## config.mk

```make
export PLATFORM = sky130hd
export DESIGN_NAME = hcsr04_ranging
export DESIGN_NICKNAME = d
export VERILOG_FILES = /design/src/rtl/hcsr04_ranging.sv
export SDC_FILE = /design/constraint.sdc
export NUM_CORES = 1
export LEC_CHECK = 0
export CORE_MARGIN = 2
export CORE_UTILIZATION = 55
export DETAILED_ROUTE_END_ITERATION = 16
export PLACE_DENSITY = 0.72
export SYNTH_ARGS = -nofsm -noshare
export SYNTH_HDL_FRONTEND = slang
export SYNTH_SLANG_ARGS = --single-unit
```

## constraint.sdc

```tcl
create_clock -name clk -period 18.4 [get_ports clk]
set_input_delay 4.6 -clock clk [delete_from_list [all_inputs] [get_ports clk]]
set_output_delay 4.6 -clock clk [all_outputs]
set_load 0.005 [all_outputs]
```

## src/rtl/hcsr04_ranging.sv

```systemverilog
// hcsr04_ranging
// HC-SR04 style ultrasonic ranging front end. Fires a trigger pulse once per
// period, times the echo pulse in microseconds, scales the time to
// millimetres and converts the result to packed BCD for the display stage.
//
// Ports:
//   clk           system clock
//   rst_n         asynchronous active-low reset
//   echo          sensor echo (asynchronous to clk)
//   trig          sensor trigger
//   distance_data packed BCD distance in mm ([3:0] mm, [7:4] cm units,
//                 [11:8] cm tens, [15:12] cm hundreds, [19:16] cm thousands,
//                 [23:20] zero)
//   data_vld      one-cycle strobe, distance_data/echo_err valid alongside
//   echo_err      1 when the last measurement timed out
module hcsr04_ranging #(
   parameter int CLK_FREQ        = 50_000_000,
   parameter int TRIG_US         = 10,
   parameter int PERIOD_MS       = 60,
   parameter int ECHO_TIMEOUT_US = 38000,
   parameter int MAX_MM          = 4000
) (
   input  logic        clk,
   input  logic        rst_n,
   input  logic        echo,
   output logic        trig,
   output logic [23:0] distance_data,
   output logic        data_vld,
   output logic        echo_err
);

   localparam int DIV = CLK_FREQ / 1_000_000;
   localparam int DIV_W = (DIV > 1) ? $clog2(DIV) : 1;
   localparam logic [DIV_W-1:0] DIV_LAST = DIV_W'(DIV - 1);
   localparam logic [15:0] TRIG_LAST = 16'(TRIG_US - 1);
   localparam logic [15:0] TIMEOUT_CNT = 16'(ECHO_TIMEOUT_US);
   localparam logic [15:0] PERIOD_LAST = 16'(PERIOD_MS - 1);
   localparam logic [13:0] MAX_MM_W = 14'(MAX_MM);
   localparam logic [13:0] MM_SCALE = 14'd11239;

   typedef enum logic [2:0] {
      IDLE, TRIG, WAIT_RISE, MEASURE, CALC, TIMEOUT, CONV, DONE
   } state_t;

   state_t state, state_nxt;

   logic [DIV_W-1:0] us_div;
   logic             us_tick;
   logic [9:0]       us_in_ms;
   logic [15:0]      ms_cnt;
   logic             running;
   logic             period_start;

   logic echo_m, echo_s, echo_d;
   logic echo_rise, echo_fall;

   logic [15:0] us_cnt;
   logic [15:0] echo_us;
   logic        us_clr, us_inc, capture;

   logic [29:0] prod;
   logic [13:0] mm_raw, mm_sat;
   logic [15:0] bin_sr;
   logic [19:0] bcd, bcd_adj, bcd_next;
   logic [3:0]  conv_cnt;
   logic        err_r;

   // Microsecond tick is registered so it is low in the first cycle after
   // reset; this phases the ticks so TRIG lasts exactly TRIG_US*DIV clocks.
   // The period restarts when the ms counters wrap, and once right after
   // reset release so the first trigger does not wait a whole period.
   always_ff @(posedge clk or negedge rst_n) begin
      if (!rst_n) begin
         us_div   <= '0;
         us_tick  <= 1'b0;
         us_in_ms <= '0;
         ms_cnt   <= '0;
         running  <= 1'b0;
      end else begin
         running <= 1'b1;
         us_tick <= (us_div == DIV_LAST);
         if (us_div == DIV_LAST) us_div <= '0;
         else                    us_div <= us_div + DIV_W'(1);
         if (us_tick) begin
            if (us_in_ms == 10'd999) begin
               us_in_ms <= '0;
               if (ms_cnt == PERIOD_LAST) ms_cnt <= '0;
               else                       ms_cnt <= ms_cnt + 16'd1;
            end else begin
               us_in_ms <= us_in_ms + 10'd1;
            end
         end
      end
   end

   assign period_start = !running ||
                         (us_tick && (us_in_ms == 10'd999) && (ms_cnt == PERIOD_LAST));

   // Two-flop synchroniser plus a history flop for edge detection.
   always_ff @(posedge clk or negedge rst_n) begin
      if (!rst_n) begin
         echo_m <= 1'b0;
         echo_s <= 1'b0;
         echo_d <= 1'b0;
      end else begin
         echo_m <= echo;
         echo_s <= echo_m;
         echo_d <= echo_s;
      end
   end

   assign echo_rise = echo_s && !echo_d;
   assign echo_fall = !echo_s && echo_d;

   always_ff @(posedge clk or negedge rst_n) begin
      if (!rst_n) state <= IDLE;
      else        state <= state_nxt;
   end

   // A fall is checked before the timeout so a simultaneous fall counts as
   // a valid measurement. trig is decoded from the state so it drops as
   // soon as reset asserts.
   always_comb begin
      state_nxt = state;
      trig      = 1'b0;
      data_vld  = 1'b0;
      us_clr    = 1'b0;
      us_inc    = 1'b0;
      capture   = 1'b0;
      case (state)
         IDLE: begin
            us_clr = 1'b1;
            if (period_start) state_nxt = TRIG;
         end
         TRIG: begin
            trig = 1'b1;
            if (us_tick) begin
               if (us_cnt == TRIG_LAST) begin
                  state_nxt = WAIT_RISE;
                  us_clr    = 1'b1;
               end else begin
                  us_inc = 1'b1;
               end
            end
         end
         WAIT_RISE: begin
            if (echo_rise) begin
               state_nxt = MEASURE;
               us_clr    = 1'b1;
            end else if (us_cnt >= TIMEOUT_CNT) begin
               state_nxt = TIMEOUT;
            end else if (us_tick) begin
               us_inc = 1'b1;
            end
         end
         MEASURE: begin
            if (echo_fall) begin
               state_nxt = CALC;
               capture   = 1'b1;
            end else if (us_cnt >= TIMEOUT_CNT) begin
               state_nxt = TIMEOUT;
            end else if (us_tick) begin
               us_inc = 1'b1;
            end
         end
         CALC:    state_nxt = CONV;
         TIMEOUT: state_nxt = CONV;
         CONV: begin
            if (conv_cnt == 4'd15) state_nxt = DONE;
         end
         DONE: begin
            data_vld  = 1'b1;
            state_nxt = IDLE;
         end
         default: state_nxt = IDLE;
      endcase
   end

   // mm = us * 11239 / 65536 approximates us * 0.1715 (half the speed of sound).
   always_comb begin
      prod   = 30'(echo_us) * 30'(MM_SCALE);
      mm_raw = 14'(prod >> 16);
      mm_sat = (mm_raw > MAX_MM_W) ? MAX_MM_W : mm_raw;
   end

   // One double-dabble step: add 3 to every digit >= 5, then shift in the
   // next binary bit.
   always_comb begin
      bcd_adj = bcd;
      for (int i = 0; i < 5; i++) begin
         if (bcd_adj[4*i +: 4] >= 4'd5) bcd_adj[4*i +: 4] = bcd_adj[4*i +: 4] + 4'd3;
      end
      bcd_next = 20'({bcd_adj, bin_sr[15]});
   end

   // The binary input is widened to 16 bits so that the conversion always
   // takes exactly 16 steps. Outputs are loaded on the last step so they are
   // valid in the DONE cycle, and are held until the next result.
   always_ff @(posedge clk or negedge rst_n) begin
      if (!rst_n) begin
         us_cnt        <= '0;
         echo_us       <= '0;
         bin_sr        <= '0;
         bcd           <= '0;
         conv_cnt      <= '0;
         err_r         <= 1'b0;
         distance_data <= '0;
         echo_err      <= 1'b0;
      end else begin
         if (us_clr)      us_cnt <= '0;
         else if (us_inc) us_cnt <= us_cnt + 16'd1;
         if (capture) echo_us <= us_cnt;
         if (state == CALC) begin
            bin_sr   <= {2'b00, mm_sat};
            bcd      <= '0;
            conv_cnt <= '0;
            err_r    <= 1'b0;
         end else if (state == TIMEOUT) begin
            bin_sr   <= {2'b00, MAX_MM_W};
            bcd      <= '0;
            conv_cnt <= '0;
            err_r    <= 1'b1;
         end else if (state == CONV) begin
            bin_sr   <= bin_sr << 1;
            bcd      <= bcd_next;
            conv_cnt <= conv_cnt + 4'd1;
            if (conv_cnt == 4'd15) begin
               distance_data <= {4'h0, bcd_next};
               echo_err      <= err_r;
            end
         end
      end
   end

endmodule

```

==> metrics.txt, run 1 <==
run status finished, final reports clean; leading cell type in the layout, fill and taps excluded inv_1; CTS tree yes; drt first-iter violations about 460; clock tree sinks ~130; overflow left after global routing 0; overall fraction of global-route tracks in use 0.235; category of the critical setup timing path reg -> out; Detailed Route WL about 23000 microns; most common flop cell mapped by yosys dfrtp_1; max frequency between 150 and 200 MHz; Final setup viols 0; max-slew headroom at the worst pin 0.267; first-pass GRT wire length between 40000 and 50000 microns; core outline area between 0.02 and 0.025 sq mm; type of the most critical hold path reg -> reg; post-route worst setup slack 11.81 ns; Synth warnings 0; area growth from synthesis to layout 9.79%; netlist area before placement about 0.011 sq mm; number of antenna violations at the first check in global routing 0; Root Buffer clkbuf_16; clock edge transition at the registers on the reported setup and hold paths approximately 0.060 ns; final critical-path required period ~6.6 ns; number of failing hold endpoints at the final stage 0; cts bufs inserted 17; leading cell types in the layout, fill and taps excluded inv_1, nand2_1, dfrtp_1; worst endpoint data arrival time around 2.0 ns; leakage power approximately 6.4 nW; area of the multi-input gates ~0.0069 sq mm; setup repair after global routing missed its margin no; maximum net fanout on the critical path 12; number of register bits inferred by synthesis around 130; Data required, critical path around 14 ns; max cap viols 0; Post-synth EDFFs 0; Gate Count Post-Synth approximately 1200; detailed placement HPWL around 18000 microns; ratio of cells with drive above 1 in the final layout 0.0549; # resized after CTS 0; fraction of registers with async set or reset after synthesis 1.00; total die area roughly 0.022 sq mm; effective utilization at floorplan 0.557; worst clock skew approximately 0.011 ns; final routed wire length divided by cell count between 15 and 20 microns; clock insertion delay at the later pin of the skew report 0.42 ns; hold buffers post-CTS 0; transition time at the pin with the least slew margin between 1 and 1.5 ns; pin count of the biggest net entering global routing 82; pre-CTS setup slack about 12 ns; sequential standard cell area roughly 0.0034 sq mm; final worst-path cycle share 0.358; number of different library cells in the post-synthesis netlist 72; maximum count of clock buffers along a single path 2; Crit. End Element output pin; fin. max-slew vios 0; DRC violations left 0; die width 147 microns; mean area per synthesized cell 9.49 sq um; nets roughly 1400; Chip Height roughly 150 microns; detailed-routing iteration count for the pre-antenna-repair pass 5; startpoint class of the critical path flop; number of filler cells placed in the layout 1662; routed via count roughly 8000; Detail Route Antenna Nets 0; routed via count divided by cell count roughly 5.4; PwrDens just over 60 mW/mm^2; Placement Rows between 50 and 60; CTS HTree Levels 4; sequential fraction of the synthesis area 0.299; number of top-level pins 30; count of input and output buffers 25; maximum VDD drop 0.0618 mV; antenna diode instance count 0; Setup Fix Bufs, Post-CTS 0; last weighted congestion value of the routability-driven placer 0.880; Setup Total Neg Slack 0 ns; number of global-route vias before repair 8441
[power by group]
group | total (W) | switching, W | internal [W]
clock network | 0.000338 | 0.000146 | 0.000192
logic | 0.000101 | 0.0000678 | 0.0000329
registers | 0.000329 | 0.0000184 | 0.000311
total | 0.000768 | 0.000233 | 0.000536
[flip-flops by register name (all words and copies together), names as in the netlist, 3 cells and up]
signal,cells
bin_sr,16
echo_us,16
distance_data,20
conv_cnt,4
ms_cnt,16
us_div,6
us_cnt,16
bcd,20
us_in_ms,10
state,3
[synth_stat cells (all sizes together), types with 2 or more instances]
cell	instances	area, sq um
nand2b	9	56.3
a22o	13	114
xor2	24	210
nand3b	2	15.0
buf	10	70.1
a211oi	6	50.1
conb	2	7.51
a31oi	9	56.3
nand2	138	521
dfrtp	134	3350
and4	3	26.3
inv	216	811
a31o	2	17.5
and2	2	12.5
xnor2	25	219
clkbuf	19	71.3
a21oi	41	213
o31ai	6	72.6
a221o	2	20.0
nand3	15	80.1
o211ai	6	45.0
a21o	3	22.5
o22ai	5	31.3
nor4	6	58.8
fa	101	2020
nor2b	4	25.0
o21ai	96	480
nand4	21	131
a22oi	5	37.5
or3	4	25.0
nor3	18	90.1
nor3b	4	30.0
and3	9	56.3
mux2	9	101
nor2	60	225
ha	130	1630
[area by class of cell]
class                   instances  area share
clock buffers                  17      0.0345
clock inverters                15      0.0130
inverters                     217      0.0661
multi-input cells             806       0.563
flip-flops and latches        134       0.272
well taps                     270      0.0274
repair buffers                 31      0.0240
[final timing paths]
kind	start	to	slack, ns	depth (start not counted)
worst max-delay path	state[0]	trig	11.81	3
worst min-delay path	echo_m	echo_s	0.35	0
worst max register to register	echo_us[4]	bin_sr[0]	12.07	20
worst min register to register	echo_m	echo_s	0.35	0
max in group asynchronous	rst_n	bcd[16]	12.88	2
min in group asynchronous	rst_n	us_div[3]	4.13	1
[per-layer routing]
metal,track usage,wire (microns)
met1,0.316,10600
met3,0.0329,636
met5,0,0
met2,0.395,11500
met4,0.0803,568
[per-stage QoR]
| stage | hold WS [ns] | std cells | utilization | instance area (sq um) | total power (W) |
|---|---|---|---|---|---|
| 2_1_floorplan | 0.331 | 1186 | - | 11200 | 0.000404 |
| 3_3_place_gp | 0.334 | 1458 | 0.582 | 11700 | 0.000434 |
| 3_5_place_dp | 0.335 | 1458 | 0.582 | 11700 | 0.000437 |
| 4_1_cts | 0.349 | 1490 | 0.611 | 12300 | 0.000775 |
| 5_1_grt | 0.375 | 1490 | 0.611 | 12300 | 0.000805 |
| 6_report | 0.350 | 1490 | 0.611 | 12300 | 0.000768 |
[worst max-delay path, stage by stage, from the launching register on]
cell             delay, ns
dfrtp_1               0.56
inv_1                 0.19
nor3_1                0.27
clkdlybuf4s50_1       0.56
[kinds of logic after synthesis]
logic type | count (synthesis) | synth area share
mux | 10 | 0.00991
xor+xnor | 49 | 0.0382
buf+inv | 246 | 0.0851
other cells | 2 | 0.000669
simple gates | 303 | 0.127
compound gates | 208 | 0.116
fa+ha+maj | 231 | 0.325
flops | 134 | 0.299
Note: power is estimated with default switching activity, not from simulation.
==> run 2: changes to the inputs <==
--- a/config.mk
+++ b/config.mk
@@ -8,7 +8,7 @@
 export CORE_MARGIN = 2
 export CORE_UTILIZATION = 55
 export DETAILED_ROUTE_END_ITERATION = 16
-export PLACE_DENSITY = 0.72
+export PLACE_DENSITY = 0.75
 export SYNTH_ARGS = -nofsm -noshare
 export SYNTH_HDL_FRONTEND = slang
 export SYNTH_SLANG_ARGS = --single-unit
==> constraint.sdc (replaced) <==
create_clock -name clk -period 5.8 [get_ports clk]
set_input_delay 1.45 -clock clk [delete_from_list [all_inputs] [get_ports clk]]
set_output_delay 1.45 -clock clk [all_outputs]
set_load 0.005 [all_outputs]
==> run 2 against run 1 <==
Compared with the run above:
- the run now ends with negative setup slack left
- count of clock-buffer cells in the layout up 1
- global-route usage up 1.8 points
- setup slack worse by 12 ns
- clock skew up 0.0023 ns
- power rose to 3.2 times the previous value
- combinational power rose to 3.3 times the previous value
==> metrics.txt, run 2 (synthesis results as in run 1) <==
run status complete, but fails checks; violated checks negative setup slack; pin count of the biggest net entering global routing 96; Chip Height between 100 and 150 microns; CTS tree yes; grt met3 use 0.0444; worst clock skew about 0.013 ns; core outline area between 0.02 and 0.025 sq mm; area growth from synthesis to layout 19.3%; ratio of cells with drive above 1 in the final layout 0.171; number of antenna violations at the first check in global routing 1; Detail Route Antenna Nets 0; setup repair after global routing missed its margin yes; area of the multi-input gates about 0.0073 sq mm; final routed wire length divided by cell count ~17 microns; register-to-register setup slack -0.19 ns; pre-CTS setup slack -0.351 ns; leading cell type in the layout, fill and taps excluded inv_1; final-layout worst hold slack 0.361 ns; overall fraction of global-route tracks in use 0.253; number of top-level pins 30; timing endpoint of the critical path bin_sr[0]; Root Buffer clkbuf_16; fin. max-slew vios 0; Placement Rows 52; drt first-iter violations approximately 630; sequential standard cell area 0.00336 sq mm; final worst-path cycle share 1.03; number of filler cells placed in the layout 1534; clock tree sinks ~130; nets 1530; maximum VDD drop 0.175 mV; leakage power roughly 7 nW; final instance count without filler cells 1579; beginning of the critical path echo_us[8]; total die area 0.0216 sq mm; detailed-routing iteration count for the pre-antenna-repair pass 5; Detailed Route WL ~27000 microns; max cap viols 0; critical register-to-register path startpoint echo_us[8]; maximum count of clock buffers along a single path 2; Worst Reg-to-Reg Cells 20; die width around 150 microns; DRC violations left 0; total design power around 0.0025 W; leading cell types in the layout, fill and taps excluded inv_1, nand2_1, dfrtp_1; global-route track usage on met1 0.324; max-slew headroom at the worst pin 0.269; last weighted congestion value of the routability-driven placer just over 0.9; Setup Total Neg Slack -1.14 ns; reg-to-reg critical path endpoint bin_sr[0]; antenna diode instance count 0; routed via count 8835; count of input and output buffers 25; Final setup viols 9; startpoint class of the critical path flop; maximum net fanout on the critical path 5; Post-Place Cells 1519; routed via count divided by cell count 5.60; max frequency approximately 170 MHz; transition time at the pin with the least slew margin around 1.1 ns; post-route worst setup slack -0.190 ns; Crit. End Element flop; final critical-path required period 5.99 ns; worst endpoint data arrival time between 6 and 7 ns; effective utilization at floorplan 0.557; type of the most critical hold path reg -> reg; largest registers bcd: 20 flops, distance_data: 20 flops; first-pass GRT wire length approximately 44000 microns; PwrDens roughly 180 mW/mm^2; clock insertion delay at the later pin of the skew report between 0.4 and 0.5 ns; clock edge transition at the registers on the reported setup and hold paths roughly 0.07 ns; Data required, critical path around 6.1 ns; number of failing hold endpoints at the final stage 0; met2 track demand over resource in global routing 0.434; category of the critical setup timing path reg -> reg; CTS HTree Levels 4; detailed placement HPWL about 19000 microns; cts bufs inserted 17; most used routing layer met2; overflow left after global routing 0; number of global-route vias before repair 9136
==> run 2: power by group <==
group / internal, W / switching, W / total [W]
combinational: 0.000112 / 0.000225 / 0.000337
sequential: 0.000987 / 0.0000610 / 0.00105
clock: 0.000645 / 0.000448 / 0.00109
total: 0.00174 / 0.000734 / 0.00248
==> run 2: timing repair <==
action / in CTS / in global routing
gates resized for setup: 49 / 35
gates cloned: 0 / 0
hold buffers: 0 / 0
setup buffers: 17 / 11
pin swaps: 38 / 34
setup endpoints to repair: 12 / 12
==> run 2: worst min-delay path by stage <==
stage	endpoint	from	slack (ns)	depth (start not counted)
6_report	echo_s	echo_m	0.36	0
5_1_grt	echo_s	echo_m	0.37	0
4_1_cts	echo_s	echo_m	0.36	0
3_5_place_dp	echo_s	echo_m	0.34	0
3_3_place_gp	echo_s	echo_m	0.33	0
2_1_floorplan	echo_s	echo_m	0.33	0
==> run 2: stage by stage <==
| stage | area (sq um) | util |
|---|---|---|
| finish | 13400 | 0.665 |
| global route | 13400 | 0.665 |
| CTS | 13200 | 0.653 |
| detailed placement | 12200 | 0.606 |
| global placement | 12200 | 0.606 |
| floorplan | 11200 | - |
==> run 2: layout make-up <==
cell class,count,share of cell area
clock buffer,18,0.0320
inverter,217,0.0608
sequential,134,0.251
multi-input combinational,806,0.545
clock inverter,14,0.0123
tap,270,0.0252
timing repair buffer,120,0.0735
==> run 2: critical path, cell delays in order, from the launching register on <==
cell	delay, ns
dfrtp_2	0.45
fa_1	0.56
inv_2	0.05
fa_2	0.53
inv_2	0.04
fa_2	0.57
fa_1	0.41
fa_1	0.51
inv_2	0.04
fa_1	0.52
inv_2	0.05
ha_4	0.16
a21oi_2	0.16
o211ai_1	0.12
a221o_1	0.31
a41o_1	0.26
a221oi_2	0.36
xnor2_1	0.21
nand2_2	0.16
a211oi_4	0.29
o21ai_1	0.11
==> run 2: metal layers <==
metal	routed length (microns)	part of all wire
met2	13500	0.51
met1	11200	0.42
met4	845	0.032
met5	15	0.00056
met3	1050	0.040
